<file path="src/rtl/ppu_cpu_bridge.sv">
// CPU-side initiator for the PPU register window: stretches single CPU requests
// into slow ppu_ncs-framed accesses and runs the $4014 sprite DMA into $2004.
module ppu_cpu_bridge #(
  parameter int NCS_LOW_CYCLES  = 4,
  parameter int NCS_HIGH_CYCLES = 2
) (
  input  logic        clk,
  input  logic        rst,
  input  logic        cpu_req,
  input  logic        cpu_rnw,
  input  logic [15:0] cpu_addr,
  input  logic [7:0]  cpu_wdata,
  output logic [7:0]  cpu_rdata,
  output logic        cpu_ack,
  output logic        dma_busy,
  output logic [15:0] mem_addr,
  output logic        mem_rd,
  input  logic [7:0]  mem_rdata,
  output logic        ppu_ncs,
  output logic [2:0]  ppu_sel,
  output logic        ppu_r_nw,
  output logic [7:0]  ppu_wdata,
  input  logic [7:0]  ppu_rdata
);

  typedef enum logic [2:0] {IDLE, ACCESS, RECOVER, DMA_RD, DMA_WAIT} state_t;

  localparam logic [3:0] LOW_LAST  = 4'(NCS_LOW_CYCLES - 1);
  localparam logic [3:0] HIGH_LAST = 4'(NCS_HIGH_CYCLES - 1);

  state_t      state_q, state_d;
  logic [3:0]  cnt_q, cnt_d;
  logic [2:0]  sel_q, sel_d;
  logic        rnw_q, rnw_d;
  logic [7:0]  wdata_q, wdata_d;
  logic [7:0]  rdata_q, rdata_d;
  logic        ack_q, ack_d;
  logic        dma_q, dma_d;
  logic [7:0]  page_q, page_d;
  logic [7:0]  idx_q, idx_d;

  logic is_ppu;
  logic is_dma;

  // $2000-$3FFF is the mirrored PPU window; only a write to $4014 starts DMA
  assign is_ppu = (cpu_addr[15:13] == 3'b001);
  assign is_dma = (cpu_addr == 16'h4014) && !cpu_rnw;

  always_comb begin
    state_d = state_q;
    cnt_d   = cnt_q;
    sel_d   = sel_q;
    rnw_d   = rnw_q;
    wdata_d = wdata_q;
    rdata_d = rdata_q;
    ack_d   = 1'b0;
    dma_d   = dma_q;
    page_d  = page_q;
    idx_d   = idx_q;
    case (state_q)
      IDLE: begin
        if (cpu_req) begin
          if (is_ppu) begin
            sel_d   = cpu_addr[2:0];
            rnw_d   = cpu_rnw;
            wdata_d = cpu_wdata;
            cnt_d   = 4'd0;
            state_d = ACCESS;
          end else if (is_dma) begin
            page_d  = cpu_wdata;
            idx_d   = 8'd0;
            dma_d   = 1'b1;
            ack_d   = 1'b1;
            state_d = DMA_RD;
          end
        end
      end
      ACCESS: begin
        if (cnt_q == LOW_LAST) begin
          if (!dma_q && rnw_q) rdata_d = ppu_rdata;
          ack_d   = !dma_q;
          rnw_d   = 1'b1;
          cnt_d   = 4'd0;
          state_d = RECOVER;
        end else begin
          cnt_d = cnt_q + 4'd1;
        end
      end
      RECOVER: begin
        if (cnt_q == HIGH_LAST) begin
          cnt_d = 4'd0;
          if (dma_q) begin
            idx_d = idx_q + 8'd1;
            if (idx_q == 8'hFF) begin
              dma_d   = 1'b0;
              state_d = IDLE;
            end else begin
              state_d = DMA_RD;
            end
          end else begin
            state_d = IDLE;
          end
        end else begin
          cnt_d = cnt_q + 4'd1;
        end
      end
      DMA_RD: state_d = DMA_WAIT;
      DMA_WAIT: begin
        // Memory data arrives this cycle; turn it into a $2004 write
        wdata_d = mem_rdata;
        sel_d   = 3'd4;
        rnw_d   = 1'b0;
        cnt_d   = 4'd0;
        state_d = ACCESS;
      end
      default: state_d = IDLE;
    endcase
  end

  always_ff @(posedge clk) begin
    if (rst) begin
      state_q <= IDLE;
      cnt_q   <= 4'd0;
      sel_q   <= 3'd0;
      rnw_q   <= 1'b1;
      wdata_q <= 8'd0;
      rdata_q <= 8'd0;
      ack_q   <= 1'b0;
      dma_q   <= 1'b0;
      page_q  <= 8'd0;
      idx_q   <= 8'd0;
    end else begin
      state_q <= state_d;
      cnt_q   <= cnt_d;
      sel_q   <= sel_d;
      rnw_q   <= rnw_d;
      wdata_q <= wdata_d;
      rdata_q <= rdata_d;
      ack_q   <= ack_d;
      dma_q   <= dma_d;
      page_q  <= page_d;
      idx_q   <= idx_d;
    end
  end

  // Strobes decode straight from state so they cannot leak outside their states
  assign ppu_ncs   = (state_q != ACCESS);
  assign mem_rd    = (state_q == DMA_RD);
  assign mem_addr  = {page_q, idx_q};
  assign ppu_sel   = sel_q;
  assign ppu_r_nw  = rnw_q;
  assign ppu_wdata = wdata_q;
  assign cpu_rdata = rdata_q;
  assign cpu_ack   = ack_q;
  assign dma_busy  = dma_q;

endmodule

</file>
<file path="config.mk">
export PLATFORM = sky130hd
export DESIGN_NAME = ppu_cpu_bridge
export DESIGN_NICKNAME = d
export VERILOG_FILES = /design/src/rtl/ppu_cpu_bridge.sv
export SDC_FILE = /design/constraint.sdc
export NUM_CORES = 1
export LEC_CHECK = 0
export CORE_ASPECT_RATIO = 2
export CORE_MARGIN = 4
export CORE_UTILIZATION = 45
export DETAILED_ROUTE_END_ITERATION = 8
export HOLD_SLACK_MARGIN = 0.15
export MAX_ROUTING_LAYER = met4
export PLACE_DENSITY = 0.82
export SLEW_MARGIN = 15
export SYNTH_ARGS = -nofsm -noshare
export SYNTH_HDL_FRONTEND = slang
export SYNTH_SLANG_ARGS = --single-unit
</file>
<file path="constraint.sdc">
create_clock -name clk -period 2.15 [get_ports clk]
set_input_delay 0.3225 -clock clk [delete_from_list [all_inputs] [get_ports clk]]
set_output_delay 0.3225 -clock clk [all_outputs]
set_load 0.02 [all_outputs]
</file>
* Word-level counts from Yosys, hierarchy flattened
Cells that the tools add are included.
** Word-level totals
- Output and inout bits :: 40
- Bits in writable memories :: 0
- Logic and storage cells :: 89
- Bits in read-only memories :: 0
- Input port bits :: 44
- Bits in latches :: 0
- Flip-flop bits (word level) :: 45
- Memories kept :: 0
** Cells by class
- Mux-type cells :: 41
- Order comparisons :: 0
- Add/subtract/negate cells :: 2
- Reduce and logical (&&, ||, !) cells :: 17
- Shifts and indexed selects :: 0
- Multipliers :: 0
- Bitwise operators :: 1
- Equal/unequal tests :: 18
- Div/mod/pow operators :: 0
** Operators by type and width (number)
- 2-to-1 mux 8 bit :: 7
- one-hot mux 8 bit (2 select lines) :: 2
- 2-to-1 mux 3 bit :: 8
- equality test 16 x 15 -> 1 bit, second input constant :: 1
- 2-to-1 mux 4 bit :: 4
- one-hot mux 4 bit (4 select lines) :: 1
- one-hot mux 3 bit (5 select lines) :: 1
- != test 2 bit, second input constant :: 7
- 2-to-1 mux 1 bit :: 13
- AND reduction 4 bit :: 3
- AND reduction 3 bit :: 3
- adder 8 x 1 -> 8 bit, second input constant :: 1
- equality test 8 bit, second input constant :: 1
- equality test 3 x 1 -> 1 bit, second input constant :: 2
- equality test 3 x 2 -> 1 bit, second input constant :: 2
- one-hot mux 3 bit (2 select lines) :: 1
- AND reduction 6 bit :: 1
- AND reduction 5 bit :: 1
- adder 4 x 1 -> 4 bit, second input constant :: 1
- equality test 4 x 1 -> 1 bit, second input constant :: 1
- equality test 4 x 2 -> 1 bit, second input constant :: 1
- one-hot mux 1 bit (2 select lines) :: 2
- nonzero test 2 bit :: 2
- nonzero test 4 bit :: 1
- other kinds (10) :: 12

* Longest topological paths before layout
Gate-level depths: netlist of the first run.
- Word-level depth :: 6
- Depth in mapped cells :: 6

* Least setup slack after synthesis of the first run
OpenSTA, ideal clock, no wires.
- Path kind :: register to register
- Start point :: reg cnt_q[0]
- End point :: reg ack_q, in the netlist cpu_ack
- Setup time :: 0.103 ns
- Period minus slack after synthesis :: 1.649 ns
- Arrival time :: 1.546 ns
- Stages on the path, launching flop included :: 6
- Data required time :: 2.047 ns
- Path slack :: 0.501 ns
- Path through :: dfxtp_1 > ha_1 > nor3b_1 > nand2_1 > or2_2 > a2111oi_2
** On the way
- Longest elaborated chain between the ends :: 3
** Ends and longest elaborated chain
- from (decl) :: RTL line 32 : logic [3:0] cnt_q, cnt_d;
- from (signal assigned) :: RTL line 134 : cnt_q <= cnt_d;
- equality test 4 x 2 -> 1 bit :: RTL line 79 : if (cnt_q == LOW_LAST) begin
- 2-to-1 mux 1 bit :: RTL line 79
- one-hot mux 1 bit (2 select lines) :: RTL line 60 : case (state_q)
- to (signal assigned) :: RTL line 139 : ack_q <= ack_d;
- to (decl) :: RTL line 37 : logic ack_q, ack_d;
Every way passes these cells.
A chain may end at the register's enable or synchronous reset.

* Final worst setup path of the first run
- Start point :: reg state_q[2]
- End point :: out mem_rd
** On the way
- Longest elaborated chain between the ends :: 1
** Ends and longest elaborated chain
- from (decl) :: RTL line 31 : state_t state_q, state_d;
- from (signal assigned) :: RTL line 133 : state_q <= state_d;
- equality test 3 x 2 -> 1 bit :: RTL line 148 : assign mem_rd = (state_q == DMA_RD);
- to (decl) :: RTL line 17 : output logic mem_rd,
Every way passes these cells.

==> results.sh, run 1 <==
export IMPL_n_antenna_cell=0
export IMPL_slowest_stage="clkdlybuf4s50_1"
export IMPL_coreArea_sq_mm=0.00495
export IMPL_syn_area_per_cell_sq_um=8.70
export IMPL_grt_ovfl_total=0
export IMPL_route_detailed_wl_per_inst_microns=16.2
export IMPL_crit_chain="nor3b_2, clkdlybuf4s50_1"
export IMPL_drtPass1Iterations=4
export IMPL_critPathMaxStageDelay_ns=0.65
export IMPL_leakage_nw=1.18
export IMPL_setup_viol=0
export IMPL_end_kind="output port"
export IMPL_die_w_microns=58.9
export IMPL_syn_instance_count=268
export IMPL_rsz0062_at_grt="false"
export IMPL_regArea_sq_um=901
export IMPL_synth_edf_count=0
export IMPL_ys_types=55
export IMPL_postLayoutCoreUtil_pct=68.1
export IMPL_grtUsageMet1_pct=22.5
export IMPL_hold_path_class="register to register"
export IMPL_grt_pass1_vias=2296
export IMPL_port_buffers=83
export IMPL_finalHoldViolCount=0
export IMPL_met3_usage_pct=4.11
export IMPL_drc_errors=0
export IMPL_numCtsBuffers=5
export IMPL_antenna_left=0
export IMPL_start_util_pct=47.1
export IMPL_vdd_drop_max_mv=0.610
export IMPL_met2_usage_pct=38.1
export IMPL_dieArea_sq_mm=0.00647
export IMPL_ys_seq_elements=45
export IMPL_vias=2361
export IMPL_path_max_fanout=14
export IMPL_grt_busiest_layer="met2"
export IMPL_drv_cap=0
export IMPL_placementRows=36
export IMPL_final_area_sq_mm=0.00337
export IMPL_first_iter_violations=82
export IMPL_placed_cell_area_sq_mm=0.00325
export IMPL_ioPinCount=84
export IMPL_htreeDepth=2
export IMPL_grt_pass1_wl_microns=10500
export IMPL_cts_setup_buffers=0
export IMPL_yosys_warnings=0
export IMPL_ys_async_sr_fraction_pct=0
export IMPL_wl_microns=6660
export IMPL_n_fill_cell=439
export IMPL_cp_num_buf_inv=1
export IMPL_max_freq_mhz=499
export IMPL_ctsResizeCount=0
export IMPL_grt_use_total_pct=21.5
export IMPL_multi_input_area_sq_mm=0.00132
export IMPL_drive_gt1_share_pct=9.32
export IMPL_clkSlewWorstSetupHoldPaths_ns=0.08
export IMPL_antenna_found_initial=0
export IMPL_area_growth_pct=44.6
export IMPL_worstSetupPathType="register to output port"
export IMPL_tns_ns=0
export IMPL_finalCritPeriodShare_pct=93.1
export IMPL_period_needed_ns=2.00
export IMPL_clock_sinks=45
export IMPL_arrival_ns=1.68
export IMPL_netlist_area_leader_share_pct=38.6
export IMPL_synthTopCellsByArea="dfxtp_1 39%, mux2i_1 6.9%, a211oi_1 5.5%, nor2_1 5.2%, a21oi_1 4.1%"
export IMPL_syn_cell_area_sq_mm=0.00233
export IMPL_path_delay_family="buffers and inverters"
export IMPL_routabilityCongestion=0.851
export IMPL_hpwlAfterDp_microns=5090
export IMPL_ys_seq_area_share_pct=38.6
export IMPL_maxSlewHeadroom_pct=68.2
export IMPL_clk_latency_ns=0.30
export IMPL_fin_nets=401
export IMPL_cts_tree="done"
export IMPL_critPathRequiredTime_ns=1.83
export IMPL_worst_slew_pin_slew_ns=0.473
export IMPL_grt_max_degree=46
export IMPL_routed_via_density=5.74
export IMPL_synth_top_cells_by_count="45 x dfxtp_1, 32 x nor2_1, 19 x a21oi_1"
export IMPL_drv_slew=0
export IMPL_power_total_mw=1.76
export IMPL_yosysTopAreaCell="dfxtp_1"
export IMPL_synth_main_ff_cell="dfxtp_1"
export IMPL_start_kind="register"
export IMPL_powerDensity_mw_per_mm2=521
export IMPL_outcome="completed"
export IMPL_cts_buffer_depth=2
export IMPL_synthesis_nets=316
export IMPL_die_height_microns=110
export IMPL_hold_buffers=0
export IMPL_skew_ns=0.0128
export IMPL_yosysMostFrequentCell="dfxtp_1"
export IMPL_cts_root_buf="clkbuf_8"
-- sequential cells by signal, summed over array words and instances (netlist names), 3 cells and up --
register   flops
cnt_q          4
ppu_wdata      8
idx_q          8
page_q         8
ppu_sel        3
state_q        3
cpu_rdata      8
-- metal layers --
metal,part of all wire (%),routed length [microns]
met5,0,0
met4,3.1,206
met3,5.3,352
met2,53,3550
met1,38,2550
-- through the flow --
step | setup WS, ns | hold WS [ns] | cells
6_report | 0.147 | 0.460 | 411
5_1_grt | 0.0769 | 0.494 | 411
4_1_cts | 0.0409 | 0.463 | 411
3_5_place_dp | 0.0237 | 0.455 | 403
3_3_place_gp | 0.0797 | 0.439 | 403
2_1_floorplan | 0.501 | 0.466 | 268
-- where the power goes --
part           switching (mW)  internal, mW
sequential             0.0133         0.847
clock                   0.291         0.349
combinational           0.118         0.140
total                   0.422          1.34
-- worst reg2reg max path: stages (launching register included) --
cell       delay (ns)
dfxtp_1          0.46
nor3_1           0.34
and3_1           0.37
nand3_1          0.20
a2111oi_2        0.40
-- final timing paths --
path / depth (start not counted) / slack (ns) / to / from
setup / recovery: 2 / 0.15 / mem_rd / state_q[2]
hold reg to reg: 2 / 0.46 / ppu_sel[0] / ppu_sel[0]
hold / removal: 2 / 0.46 / ppu_sel[0] / ppu_sel[0]
setup reg to reg: 4 / 0.27 / cpu_ack / state_q[2]
-- layout make-up --
type                    count  share of cell area (%)
multi-input cells         199                    39.1
clock inverters             2                    1.15
well taps                  57                    2.11
clock buffers               6                    2.15
inverters                   5                   0.556
flip-flops and latches     45                    26.7
repair buffers             97                    28.2
-- kinds of logic after synthesis --
kind of cell	Yosys count	share of synthesized area, %
multiplexers	17	7.35
flip-flops	45	38.6
buffers and inverters	24	4.99
adder cells (fa/ha/maj)	4	2.15
AO/OA/AOI/OAI	75	21.2
AND/OR/NAND/NOR	101	24.9
XOR/XNOR	2	0.751
-- cells in the final DEF (no fill, tap or decap), drive strengths merged, types with 2 or more instances in the layout --
cell / synthesis / layout
clkdlybuf4s50: 0 / 82
dfxtp: 45 / 45
nor2: 33 / 33
a21oi: 19 / 19
a211oi: 17 / 17
mux2i: 16 / 16
o21ai: 16 / 16
nand2: 15 / 15
buf: 10 / 14
nand4: 10 / 10
clkbuf: 9 / 6
inv: 5 / 5
and3: 5 / 5
a31oi: 5 / 5
nor3: 4 / 4
nor2b: 4 / 4
ha: 4 / 4
nor4: 4 / 4
nor3b: 4 / 4
nor4b: 3 / 3
nand3b: 3 / 3
nand3: 3 / 3
a311oi: 3 / 3
and4bb: 2 / 2
o311ai: 2 / 2
and2: 2 / 2
o21a: 2 / 2
o21bai: 2 / 2
or3b: 2 / 2
or2: 2 / 2
a2111oi: 2 / 2
o31ai: 2 / 2
Power figures use the tool's default switching activity.
==> run 2, diff against run 1 <==
Settings changed: TNS_END_PERCENT set to 30.
==> results of run 2 <==
Same layout as run 1: the final DEF is identical, and so are final timing and power.
